`config.mk`:
```
export PLATFORM = sky130hd
export DESIGN_NAME = dma_ctrl_flat
export DESIGN_NICKNAME = d
export VERILOG_FILES = /design/src/rtl/dma_ctrl_pkg.sv /design/src/rtl/dma_ctrl_if.sv /design/src/rtl/dma_ctrl_bus_master.sv /design/src/rtl/dma_ctrl.sv /design/src/flat_wrapper.sv
export SDC_FILE = /design/constraint.sdc
export NUM_CORES = 1
export LEC_CHECK = 0
export CORE_UTILIZATION = 53
export CTS_CLUSTER_SIZE = 14
export DETAILED_ROUTE_END_ITERATION = 16
export PLACE_DENSITY_LB_ADDON = 0.2
export SYNTH_ARGS = -nofsm -noshare
export SYNTH_HDL_FRONTEND = slang
export SYNTH_SLANG_ARGS = --single-unit
```
`constraint.sdc`:
```
create_clock -name clk -period 8.67 [get_ports clk]
set_input_delay 1.734 -clock clk [delete_from_list [all_inputs] [get_ports clk]]
set_output_delay 1.734 -clock clk [all_outputs]
set_load 0.03 [all_outputs]
```
`src/rtl/dma_ctrl_pkg.sv`:
```
// Shared types and constants for the single-channel word-copy DMA engine.
// Bus strobes are active low; READ/WRITE follow the chip bus encoding.
package dma_ctrl_pkg;

  localparam int CNT_W       = 16;
  localparam int WORD_ADDR_W = 30;
  localparam int WORD_DATA_W = 32;
  localparam int DMA_ADDR_W  = 2;

  localparam logic READ     = 1'b1;
  localparam logic WRITE    = 1'b0;
  localparam logic ENABLE_  = 1'b0;
  localparam logic DISABLE_ = 1'b1;

  localparam int CTRL_BUSY = 0;
  localparam int CTRL_DONE = 1;
  localparam int CTRL_IE   = 2;

  typedef enum logic [1:0] {
    REG_CTRL  = 2'd0,
    REG_SRC   = 2'd1,
    REG_DST   = 2'd2,
    REG_COUNT = 2'd3
  } dma_reg_e;

  typedef enum logic [2:0] {
    ST_IDLE    = 3'd0,
    ST_REQ     = 3'd1,
    ST_RD_AS   = 3'd2,
    ST_RD_WAIT = 3'd3,
    ST_WR_AS   = 3'd4,
    ST_WR_WAIT = 3'd5,
    ST_NEXT    = 3'd6
  } dma_state_e;

  // Word addresses wrap modulo 2^WORD_ADDR_W.
  function automatic logic [WORD_ADDR_W-1:0] word_inc(input logic [WORD_ADDR_W-1:0] a);
    return a + 30'd1;
  endfunction

endpackage

```
`src/rtl/dma_ctrl_if.sv`:
```
// Chip-bus connection of the DMA: slave register port (s5) and master port (m2).
// Both modports are seen from the DMA side.
interface dma_ctrl_if;
  import dma_ctrl_pkg::*;

  logic                   cs_;
  logic                   as_;
  logic                   rw;
  logic [DMA_ADDR_W-1:0]  addr;
  logic [WORD_DATA_W-1:0] wr_data;
  logic [WORD_DATA_W-1:0] rd_data;
  logic                   rdy_;

  logic                   m_req_;
  logic                   m_grnt_;
  logic [WORD_ADDR_W-1:0] m_addr;
  logic                   m_as_;
  logic                   m_rw;
  logic [WORD_DATA_W-1:0] m_wr_data;
  logic [WORD_DATA_W-1:0] m_rd_data;
  logic                   m_rdy_;

  modport slave (
    input  cs_, as_, rw, addr, wr_data,
    output rd_data, rdy_
  );

  modport master (
    output m_req_, m_addr, m_as_, m_rw, m_wr_data,
    input  m_grnt_, m_rd_data, m_rdy_
  );

endinterface

```
`src/rtl/dma_ctrl_bus_master.sv`:
```
// Bus-master half of the DMA: transfer FSM, SRC/DST/COUNT counters and data buffer.
// One read then one write per word; the request is dropped for one cycle between words.
module dma_ctrl_bus_master
  import dma_ctrl_pkg::*;
(
  input  logic                   clk,
  input  logic                   reset,
  dma_ctrl_if.master             mif,
  input  logic                   start,
  input  logic                   ld_src,
  input  logic                   ld_dst,
  input  logic                   ld_cnt,
  input  logic [WORD_ADDR_W-1:0] ld_addr,
  input  logic [CNT_W-1:0]       ld_count,
  output logic                   busy,
  output logic                   fin,
  output logic [WORD_ADDR_W-1:0] src,
  output logic [WORD_ADDR_W-1:0] dst,
  output logic [CNT_W-1:0]       cnt
);

  localparam logic [CNT_W-1:0] CNT_ONE = 16'd1;

  dma_state_e             state_q, state_d;
  logic [WORD_ADDR_W-1:0] src_q, src_d;
  logic [WORD_ADDR_W-1:0] dst_q, dst_d;
  logic [CNT_W-1:0]       cnt_q, cnt_d;
  logic [WORD_DATA_W-1:0] buf_q, buf_d;
  logic [WORD_ADDR_W-1:0] m_addr_q, m_addr_d;
  logic                   m_req_q, m_req_d;
  logic                   m_as_q, m_as_d;
  logic                   m_rw_q, m_rw_d;

  // Next-state and next-output logic; bus outputs are computed for the state being entered.
  always_comb begin
    state_d  = state_q;
    src_d    = src_q;
    dst_d    = dst_q;
    cnt_d    = cnt_q;
    buf_d    = buf_q;
    m_addr_d = m_addr_q;
    m_req_d  = m_req_q;
    m_as_d   = m_as_q;
    m_rw_d   = m_rw_q;
    case (state_q)
      ST_IDLE: begin
        if (ld_src) src_d = ld_addr; else src_d = src_q;
        if (ld_dst) dst_d = ld_addr; else dst_d = dst_q;
        if (ld_cnt) cnt_d = ld_count; else cnt_d = cnt_q;
        if (start) begin
          state_d = ST_REQ;
          m_req_d = ENABLE_;
        end else begin
          state_d = ST_IDLE;
        end
      end
      ST_REQ: begin
        if (mif.m_grnt_ == ENABLE_) begin
          state_d  = ST_RD_AS;
          m_as_d   = ENABLE_;
          m_rw_d   = READ;
          m_addr_d = src_q;
        end else begin
          state_d = ST_REQ;
        end
      end
      ST_RD_AS: begin
        state_d = ST_RD_WAIT;
        m_as_d  = DISABLE_;
      end
      ST_RD_WAIT: begin
        if (mif.m_rdy_ == ENABLE_) begin
          state_d  = ST_WR_AS;
          buf_d    = mif.m_rd_data;
          m_as_d   = ENABLE_;
          m_rw_d   = WRITE;
          m_addr_d = dst_q;
        end else begin
          state_d = ST_RD_WAIT;
        end
      end
      ST_WR_AS: begin
        state_d = ST_WR_WAIT;
        m_as_d  = DISABLE_;
        m_rw_d  = READ;
      end
      ST_WR_WAIT: begin
        if (mif.m_rdy_ == ENABLE_) begin
          state_d = ST_NEXT;
          m_req_d = DISABLE_;
        end else begin
          state_d = ST_WR_WAIT;
        end
      end
      ST_NEXT: begin
        src_d = word_inc(src_q);
        dst_d = word_inc(dst_q);
        cnt_d = cnt_q - CNT_ONE;
        if (cnt_q == CNT_ONE) begin
          state_d = ST_IDLE;
        end else begin
          state_d = ST_REQ;
          m_req_d = ENABLE_;
        end
      end
      default: begin
        state_d = ST_IDLE;
        m_req_d = DISABLE_;
        m_as_d  = DISABLE_;
        m_rw_d  = READ;
      end
    endcase
  end

  // State, counters, buffer and registered bus outputs.
  always_ff @(posedge clk or posedge reset) begin
    if (reset) begin
      state_q  <= ST_IDLE;
      src_q    <= 30'd0;
      dst_q    <= 30'd0;
      cnt_q    <= 16'd0;
      buf_q    <= 32'd0;
      m_addr_q <= 30'd0;
      m_req_q  <= DISABLE_;
      m_as_q   <= DISABLE_;
      m_rw_q   <= READ;
    end else begin
      state_q  <= state_d;
      src_q    <= src_d;
      dst_q    <= dst_d;
      cnt_q    <= cnt_d;
      buf_q    <= buf_d;
      m_addr_q <= m_addr_d;
      m_req_q  <= m_req_d;
      m_as_q   <= m_as_d;
      m_rw_q   <= m_rw_d;
    end
  end

  assign mif.m_req_    = m_req_q;
  assign mif.m_as_     = m_as_q;
  assign mif.m_rw      = m_rw_q;
  assign mif.m_addr    = m_addr_q;
  assign mif.m_wr_data = buf_q;

  assign busy = (state_q != ST_IDLE);
  assign fin  = (state_q == ST_NEXT) && (cnt_q == CNT_ONE);
  assign src  = src_q;
  assign dst  = dst_q;
  assign cnt  = cnt_q;

endmodule

```
`src/rtl/dma_ctrl.sv`:
```
// DMA top: CPU-visible register file (CTRL/SRC/DST/COUNT), slave response and done interrupt.
// The copy engine itself lives in dma_ctrl_bus_master.
module dma_ctrl
  import dma_ctrl_pkg::*;
(
  input  logic        clk,
  input  logic        reset,
  dma_ctrl_if.slave   sif,
  dma_ctrl_if.master  mif,
  output logic        irq
);

  logic                   busy_s;
  logic                   fin_s;
  logic [WORD_ADDR_W-1:0] src_s;
  logic [WORD_ADDR_W-1:0] dst_s;
  logic [CNT_W-1:0]       cnt_s;
  logic                   sel_s;
  logic                   wr_s;
  logic                   start_s;
  logic                   ld_src_s;
  logic                   ld_dst_s;
  logic                   ld_cnt_s;

  logic                   done_q, done_d;
  logic                   ie_q, ie_d;
  logic                   irq_q, irq_d;
  logic                   rdy_q, rdy_d;
  logic [WORD_DATA_W-1:0] rd_data_q, rd_data_d;

  dma_ctrl_bus_master u_bus_master (
    .clk      (clk),
    .reset    (reset),
    .mif      (mif),
    .start    (start_s),
    .ld_src   (ld_src_s),
    .ld_dst   (ld_dst_s),
    .ld_cnt   (ld_cnt_s),
    .ld_addr  (sif.wr_data[WORD_ADDR_W-1:0]),
    .ld_count (sif.wr_data[CNT_W-1:0]),
    .busy     (busy_s),
    .fin      (fin_s),
    .src      (src_s),
    .dst      (dst_s),
    .cnt      (cnt_s)
  );

  // Register decode, readback mux and control-bit update; an engine DONE beats a CPU clear.
  always_comb begin
    sel_s     = (sif.cs_ == ENABLE_) && (sif.as_ == ENABLE_);
    wr_s      = sel_s && (sif.rw == WRITE);
    start_s   = 1'b0;
    ld_src_s  = 1'b0;
    ld_dst_s  = 1'b0;
    ld_cnt_s  = 1'b0;
    done_d    = done_q;
    ie_d      = ie_q;
    rdy_d     = sel_s ? ENABLE_ : DISABLE_;
    rd_data_d = 32'd0;
    if (sel_s && (sif.rw == READ)) begin
      case (dma_reg_e'(sif.addr))
        REG_CTRL:  rd_data_d = {29'd0, ie_q, done_q, busy_s};
        REG_SRC:   rd_data_d = {2'b00, src_s};
        REG_DST:   rd_data_d = {2'b00, dst_s};
        REG_COUNT: rd_data_d = {16'd0, cnt_s};
        default:   rd_data_d = 32'd0;
      endcase
    end else begin
      rd_data_d = 32'd0;
    end
    if (wr_s) begin
      case (dma_reg_e'(sif.addr))
        REG_CTRL: begin
          ie_d = sif.wr_data[CTRL_IE];
          if (!sif.wr_data[CTRL_DONE]) done_d = 1'b0; else done_d = done_q;
          if (!busy_s && sif.wr_data[CTRL_BUSY]) begin
            if (cnt_s == 16'd0) done_d = 1'b1; else start_s = 1'b1;
          end else begin
            start_s = 1'b0;
          end
        end
        REG_SRC:   ld_src_s = !busy_s;
        REG_DST:   ld_dst_s = !busy_s;
        REG_COUNT: ld_cnt_s = !busy_s;
        default:   start_s  = 1'b0;
      endcase
    end else begin
      start_s = 1'b0;
    end
    if (fin_s) done_d = 1'b1; else done_d = done_d;
    irq_d = done_d & ie_d;
  end

  // Control bits and registered slave/interrupt outputs.
  always_ff @(posedge clk or posedge reset) begin
    if (reset) begin
      done_q    <= 1'b0;
      ie_q      <= 1'b0;
      irq_q     <= 1'b0;
      rdy_q     <= DISABLE_;
      rd_data_q <= 32'd0;
    end else begin
      done_q    <= done_d;
      ie_q      <= ie_d;
      irq_q     <= irq_d;
      rdy_q     <= rdy_d;
      rd_data_q <= rd_data_d;
    end
  end

  assign sif.rdy_    = rdy_q;
  assign sif.rd_data = rd_data_q;
  assign irq         = irq_q;

endmodule

```
`src/flat_wrapper.sv`:
```
// flat-port wrapper written by rule: the top's interface ports become plain ports
module dma_ctrl_flat import dma_ctrl_pkg::*;
  (clk, reset, irq, sif_cs_, sif_as_, sif_rw, sif_addr, sif_wr_data, sif_rd_data, sif_rdy_, mif_m_req_, mif_m_addr, mif_m_as_, mif_m_rw, mif_m_wr_data, mif_m_grnt_, mif_m_rd_data, mif_m_rdy_);
  dma_ctrl_if sif_i ();
  dma_ctrl_if mif_i ();
  input  logic clk;
  input  logic reset;
  output logic irq;
  input wire logic [$bits(sif_i.cs_)-1:0] sif_cs_;
  input wire logic [$bits(sif_i.as_)-1:0] sif_as_;
  input wire logic [$bits(sif_i.rw)-1:0] sif_rw;
  input wire logic [$bits(sif_i.addr)-1:0] sif_addr;
  input wire logic [$bits(sif_i.wr_data)-1:0] sif_wr_data;
  output wire logic [$bits(sif_i.rd_data)-1:0] sif_rd_data;
  output wire logic [$bits(sif_i.rdy_)-1:0] sif_rdy_;
  output wire logic [$bits(mif_i.m_req_)-1:0] mif_m_req_;
  output wire logic [$bits(mif_i.m_addr)-1:0] mif_m_addr;
  output wire logic [$bits(mif_i.m_as_)-1:0] mif_m_as_;
  output wire logic [$bits(mif_i.m_rw)-1:0] mif_m_rw;
  output wire logic [$bits(mif_i.m_wr_data)-1:0] mif_m_wr_data;
  input wire logic [$bits(mif_i.m_grnt_)-1:0] mif_m_grnt_;
  input wire logic [$bits(mif_i.m_rd_data)-1:0] mif_m_rd_data;
  input wire logic [$bits(mif_i.m_rdy_)-1:0] mif_m_rdy_;
  assign sif_i.cs_ = sif_cs_;
  assign sif_i.as_ = sif_as_;
  assign sif_i.rw = sif_rw;
  assign sif_i.addr = sif_addr;
  assign sif_i.wr_data = sif_wr_data;
  assign sif_rd_data = sif_i.rd_data;
  assign sif_rdy_ = sif_i.rdy_;
  assign mif_m_req_ = mif_i.m_req_;
  assign mif_m_addr = mif_i.m_addr;
  assign mif_m_as_ = mif_i.m_as_;
  assign mif_m_rw = mif_i.m_rw;
  assign mif_m_wr_data = mif_i.m_wr_data;
  assign mif_i.m_grnt_ = mif_m_grnt_;
  assign mif_i.m_rd_data = mif_m_rd_data;
  assign mif_i.m_rdy_ = mif_m_rdy_;
  dma_ctrl u_core (.clk(clk), .reset(reset), .sif(sif_i), .mif(mif_i), .irq(irq));
endmodule
```
==> impl_metrics.tcl, run 1 <==
set metrics [dict create \
    status "completed" \
    postLayoutCoreUtil_pct 68.73 \
    power.density_nw_per_um2 341.5 \
    power.total_mw 3.892 \
    hp-class "flop to flop" \
    p_sw_mw 1.549 \
    crit_fanout 31 \
    path_clk_slew_ns 0.07 \
    antenna_found_initial 0 \
    post_cts_resized 0 \
    grt_overflow 0 \
    ant_nets 0 \
    dp.final_hpwl_mm 16.87 \
    syn_inst 909 \
    max_slew.worst_pin.slew_ns 1.217 \
    ctsHoldBuffers 0 \
    drt_iter0_drc 793 \
    min_path_cells 2 \
    slew_viol_final 0 \
    dr_total_vias 7826 \
    io_pins 172 \
    num_rows 47 \
    numCtsBuffers 17 \
    r2r-end "u_core.u_bus_master.dst[23]" \
    clk_latency_ns 0.44 \
    clk_path_buf_depth 2 \
    synth_edf_count 0 \
    reg2reg_from "u_core.u_bus_master.state_q[1]" \
    hold_violations 0 \
    relSlewSlack_pct 18.71 \
    drc 0 \
    start_kind "primary input" \
    cts_root_buffer "clkbuf_16" \
    die_y_um 132.5 \
    crit_path_end_kind "flop" \
    syn_to_final_growth_pct 26.23 \
    setup_viol 0 \
    p_sw_share_pct 39.80 \
    grt_pass1_wl_mm 39.79 \
    synth-seq-area-share_pct 49.39 \
    seqPwrFrac_pct 39.6 \
    via_per_inst 6.153 \
    leakagePower_nw 4.711 \
    final.setup.tns_ns 0 \
    fmax_mhz 245.5 \
    fin_crit_ns 4.073 \
    holdWs_ns 0.4761 \
    core_area_um2 16580 \
    gp_congestion 0.8649 \
    dieArea_um2 17560 \
    max_cap_viol_count 0 \
    ys_types 72 \
    worstPathRequired_ns 9.05 \
    worstRegToRegCells 6 \
    die_x_um 132.5 \
    pwr-share-comb_pct 40.0 \
    intPower_mw 2.343 \
    whs_endpoint "u_core.u_bus_master.mif.m_addr[25]" \
    path_class "primary input to flop" \
    syn-cell-area_um2 9029 \
    fin_nets 1119 \
    diodes 0 \
    cts_sinks 178 \
    ys_async_sr_fraction_pct 100.0 \
    rsz0062_at_grt "false" \
    clkPwrFrac_pct 20.5 \
    grt_max_degree 114 \
    skew_ns 0.009351 \
    routed_wl_mm 24.70 \
    synth_seq_cells 178 \
    drt_pass1_iterations 5 \
    avgSynthCellArea_um2 9.933 \
    cts_tree "yes" \
    cp_data_arrival_time_ns 4.45 \
    htreeDepth 4 \
    grt_pass1_vias 7437 \
    grt_use_total_pct 28.97 \
    wl_per_cell_um 19.42 \
    portBuffers 167 \
    r2r_setup_slack_ns 5.69 \
    timing.final.crit_share_pct 46.98 \
    start_util_pct 54.44 \
    synth-main-ff-cell "dfrtp_1" \
    ir_drop_mv 0.1816 \
    post_cts_buffers 0 \
    min_from "u_core.u_bus_master.mif.m_addr[25]" \
    ys_warn_count 0 \
    drive_above_1_share_pct 11.03 \
]
power groups by stage:
| stage | clock network [mW] | logic (mW) | registers (mW) |
|---|---|---|---|
| 2_1_floorplan | 0 | 0.793 | 1.70 |
| 4_1_cts | 0.803 | 1.56 | 1.53 |
| 5_1_grt | 0.838 | 1.68 | 1.59 |
| 3_3_place_gp | 0 | 1.53 | 1.52 |
| 6_report | 0.796 | 1.56 | 1.54 |
| 3_5_place_dp | 0 | 1.56 | 1.54 |
final cells by class:
type	count	area [µm²]
fill	1324	5186
sequential	178	4459
multi-input combinational	654	4257
timing repair buffer	176	1739
clock buffer	21	480.5
tap	220	275.3
clock inverter	9	128.9
inverter	14	57.56
through the flow:
stage | setup slack (ns) | instance area [µm²] | cells
final | 4.597 | 11400 | 1272
after global routing | 4.514 | 11400 | 1272
after global placement | 4.272 | 10790 | 1242
after CTS | 4.695 | 11400 | 1272
after floorplan | 2.112 | 9032 | 910
after detailed placement | 4.240 | 10790 | 1242
cell usage in the layout (no fill, tap or decap), drive strengths merged, types with 5 or more instances in the layout:
cell type      synthesis  final
clkbuf                29     21
buf                   35      9
mux2                  45     45
nor2b                  7      7
o311ai                 5      5
a31oi                  6      6
o211ai                 9      9
and4                   9      9
o22ai                 10     10
and2                  11     11
o21ai                 58     58
nand4                 17     17
nand2                 87     87
dfrtp                174    174
o21a                   5      5
nor2                  93     93
a311oi                13     13
a21oi                 30     30
mux2i                 29     29
a22oi                 32     32
nor3                  29     29
or4                    6      6
ha                     5      5
nand3                 34     34
nor4                  12     12
clkdlybuf4s50          0    167
and3                  20     20
a211oi                22     22
xor2                   6      6
inv                   14     15
critical path: stages:
cell             delay (ns)
clkdlybuf4s50_1        0.46
buf_4                  0.28
nor2b_2                0.19
buf_4                  0.36
nand3_1                0.57
nand2_1                0.47
o21a_1                 0.18
o221a_2                0.17
per-layer routing:
| layer | global-route usage (%) | wire (µm) | vias up |
|---|---|---|---|
| met4 | 12.45 | 782 | 0 |
| met3 | 6.360 | 1963 | 63 |
| li1 | - | - | 3619 |
| met1 | 38.58 | 10470 | 3784 |
| met2 | 45.79 | 11490 | 360 |
| met5 | 0 | 0 | - |
flip-flops by register name, indices dropped and copies added (netlist names):
name	cells
u_core.sif.rdy_	1
u_core.u_bus_master.mif.m_as_	1
u_core.u_bus_master.cnt	16
u_core.irq	1
u_core.u_bus_master.state_q	3
u_core.u_bus_master.dst	30
u_core.u_bus_master.mif.m_addr	30
u_core.u_bus_master.mif.m_req_	1
u_core.sif.rd_data	30
u_core.u_bus_master.mif.m_wr_data	32
u_core.ie_q	1
u_core.done_q	1
u_core.u_bus_master.src	30
u_core.u_bus_master.mif.m_rw	1
synthesized netlist by cell type (all sizes together) (4+ instances only):
| library cell | count | share of area, % |
|---|---|---|
| a21oi | 30 | 1.7 |
| nand3 | 34 | 1.9 |
| a311oi | 13 | 1.3 |
| nor2 | 93 | 3.9 |
| and4 | 9 | 0.87 |
| mux2i | 29 | 3.2 |
| and3 | 20 | 1.4 |
| o211ai | 9 | 0.75 |
| buf | 35 | 2.0 |
| xor2 | 6 | 0.58 |
| a221o | 4 | 0.44 |
| nand4 | 17 | 1.2 |
| nand2 | 87 | 3.6 |
| dfrtp | 174 | 48 |
| nor4 | 12 | 1.1 |
| or4 | 6 | 0.50 |
| and2 | 11 | 0.76 |
| o22ai | 10 | 0.69 |
| a31oi | 6 | 0.42 |
| a22oi | 32 | 2.7 |
| or3 | 4 | 0.39 |
| nor3 | 29 | 1.8 |
| mux2 | 45 | 5.6 |
| a211oi | 22 | 1.8 |
| dfstp | 4 | 1.2 |
| o21a | 5 | 0.42 |
| o311ai | 5 | 0.49 |
| ha | 5 | 0.69 |
| o21ai | 58 | 3.3 |
| xnor2 | 4 | 0.39 |
| clkbuf | 29 | 1.2 |
| nor2b | 7 | 0.49 |
| inv | 14 | 0.58 |
worst max path at each step:
stage	cells past startpoint	endpoint	slack, ns	startpoint
floorplan	1	u_core.done_q	2.11	reset
global placement	8	u_core.u_bus_master.src[5]	4.27	sif_addr[0]
detailed placement	8	u_core.u_bus_master.src[5]	4.24	sif_addr[0]
CTS	8	u_core.u_bus_master.src[26]	4.70	sif_addr[0]
global route	8	u_core.u_bus_master.src[5]	4.51	sif_addr[0]
finish	8	u_core.u_bus_master.src[26]	4.60	sif_addr[0]
kinds of logic (layout without fill, tap and decap cells):
family / count (synthesis) / count (layout) / synth area share (%)
adders and majority gates: 6 / 6 / 0.8038
other: 1 / 2 / 0.04153
xor gates and xnor gates: 10 / 10 / 0.9700
AOI/OAI and AO/OA: 216 / 216 / 16.15
muxes: 77 / 77 / 9.576
and+or+nand+nor: 343 / 343 / 19.28
buffers and inverters: 78 / 220 / 3.797
DFF: 178 / 178 / 49.39
Power figures use the tool's default switching activity.
==> run 2: changes to the inputs <==
==> constraint.sdc (replaced) <==
create_clock -name clk -period 4 [get_ports clk]
set_input_delay 0.8 -clock clk [delete_from_list [all_inputs] [get_ports clk]]
set_output_delay 0.8 -clock clk [all_outputs]
set_load 0.03 [all_outputs]
==> impl_metrics.tcl, run 2 (synthesized netlist as in run 1, its figures left out) <==
set metrics [dict create \
    syn_to_final_growth_pct 27.49 \
    fillers 1281 \
    min_path_cells 2 \
    multiInputGateArea_um2 4254 \
    status "completed" \
    fin_nets 1129 \
    final.setup.tns_ns 0 \
    ir_drop_mv 0.3868 \
    r2r-end "u_core.u_bus_master.src[15]" \
    clk_latency_ns 0.45 \
    core_area_um2 16580 \
    fin_cells 1284 \
    max_slew.worst_pin.slew_ns 1.149 \
    gp_congestion 0.8933 \
    layout_common_cells "dfrtp_1, clkdlybuf4s50_1, nor2_1, nand2_1, o21ai_0" \
    skew_ns 0.008296 \
    drc 0 \
    pwr-share-comb_pct 39.6 \
    largest_register_ffs 32 \
    hold_violations 0 \
    die_x_um 132.5 \
    wl_per_cell_um 19.63 \
    worstRegToRegCells 6 \
    seq_area_um2 4459 \
    cts_tree "yes" \
    holdWs_ns 0.4763 \
    antenna_found_initial 0 \
    grt_pass1_wl_mm 40.25 \
    cts_sinks 178 \
    seqPwrFrac_pct 39.3 \
    reg2reg_from "u_core.u_bus_master.state_q[1]" \
    timing.final.crit_share_pct 67.50 \
    power.density_nw_per_um2 741.5 \
    ctsHoldBuffers 0 \
    start_util_pct 54.44 \
    post_cts_buffers 0 \
    grt_pass1_vias 7384 \
    max_cap_viol_count 0 \
    fmax_mhz 370.4 \
    postLayoutCoreUtil_pct 69.41 \
    rsz0062_at_grt "false" \
    worstPathRequired_ns 4.34 \
    cp_data_arrival_time_ns 3.04 \
    postLayoutCellArea_um2 11510 \
    crit_path_end_kind "flop" \
    relSlewSlack_pct 22.72 \
    grt_max_degree 91 \
    p_sw_share_pct 40.67 \
    intPower_mw 5.064 \
    via_per_inst 6.153 \
    crit_fanout 44 \
    dr_total_vias 7900 \
    place_inst 1252 \
    worst_slack_ns 1.300 \
    post_cts_resized 0 \
    grt_use_total_pct 29.53 \
    dp.final_hpwl_mm 17.64 \
    diodes 0 \
    die_y_um 132.5 \
    fin_crit_ns 2.700 \
    drt_iter0_drc 774 \
    power.total_mw 8.536 \
    numCtsBuffers 17 \
    dieArea_um2 17560 \
    ant_nets 0 \
    setup_viol 0 \
    clkPwrFrac_pct 21.0 \
    leakagePower_nw 4.772 \
    io_pins 172 \
    hp-class "flop to flop" \
    num_rows 47 \
    drive_above_1_share_pct 11.94 \
    place_area_um2 10880 \
    drt_pass1_iterations 5 \
    layout_commonest_cell "dfrtp_1" \
    clk_path_buf_depth 2 \
    r2r_setup_slack_ns 1.30 \
    grt_overflow 0 \
    min_from "u_core.u_bus_master.mif.m_addr[2]" \
    slew_viol_final 0 \
    start_kind "flop" \
    path_class "flop to flop" \
    dpl_worst_slack_ns 0.9489 \
    portBuffers 167 \
    cts_root_buffer "clkbuf_16" \
    htreeDepth 4 \
    routed_wl_mm 25.20 \
    path_clk_slew_ns 0.07 \
    whs_endpoint "u_core.u_bus_master.mif.m_addr[2]" \
    p_sw_mw 3.472 \
]
[run 2: changes by cell type in the layout (fill, tap and decap cells not counted), sizes merged]
| cell | before | now |
|---|---|---|
| buf | 9 | 19 |
| inv | 15 | 22 |
| clkbuf | 21 | 18 |
| clkinv | 3 | 1 |
[run 2: final cells by class]
class                      count  area share [%]
timing repair buffer         186           15.98
tap                          220           2.391
sequential                   178           38.74
multi-input combinational    654           36.96
clock buffer                  18           3.815
clock inverter                14           1.630
inverter                      14          0.4891
[run 2: critical path, stage by stage, from the launching register on]
cell and delay, ns:
dfrtp_1 0.74, and3b_1 0.32, buf_4 0.45, nand3_1 0.39
nor3_1 0.34, nor3_1 0.08, a221o_1 0.27
[run 2: worst max path at each step]
stage                     depth (start not counted)  slack [ns]                            from                          end
final                                             6        1.30  u_core.u_bus_master.state_q[1]  u_core.u_bus_master.src[15]
after global routing                              5        1.13  u_core.u_bus_master.state_q[1]  u_core.u_bus_master.cnt[11]
after CTS                                         6        1.38  u_core.u_bus_master.state_q[1]  u_core.u_bus_master.src[24]
after detailed placement                          7        0.95                     sif_addr[0]  u_core.u_bus_master.src[10]
after global placement                            5        1.00                         sif_as_   u_core.u_bus_master.dst[6]
after floorplan                                   1        0.92                           reset                u_core.done_q
[run 2: layer usage]
metal  wire (µm)  GRT usage (%)  vias up
li1            -              -     3635
met1       10640          39.62     3832
met2       11940          47.28      371
met3        1947          5.939       62
met4         674          11.49        0
met5           0              0        -
[run 2: power groups by stage]
stage / clock (mW) / sequential (mW) / combinational (mW)
after floorplan: 0 / 3.69 / 1.72
after global placement: 0 / 3.32 / 3.32
after detailed placement: 0 / 3.36 / 3.38
after CTS: 1.81 / 3.33 / 3.40
after global routing: 1.88 / 3.46 / 3.65
final: 1.80 / 3.36 / 3.38
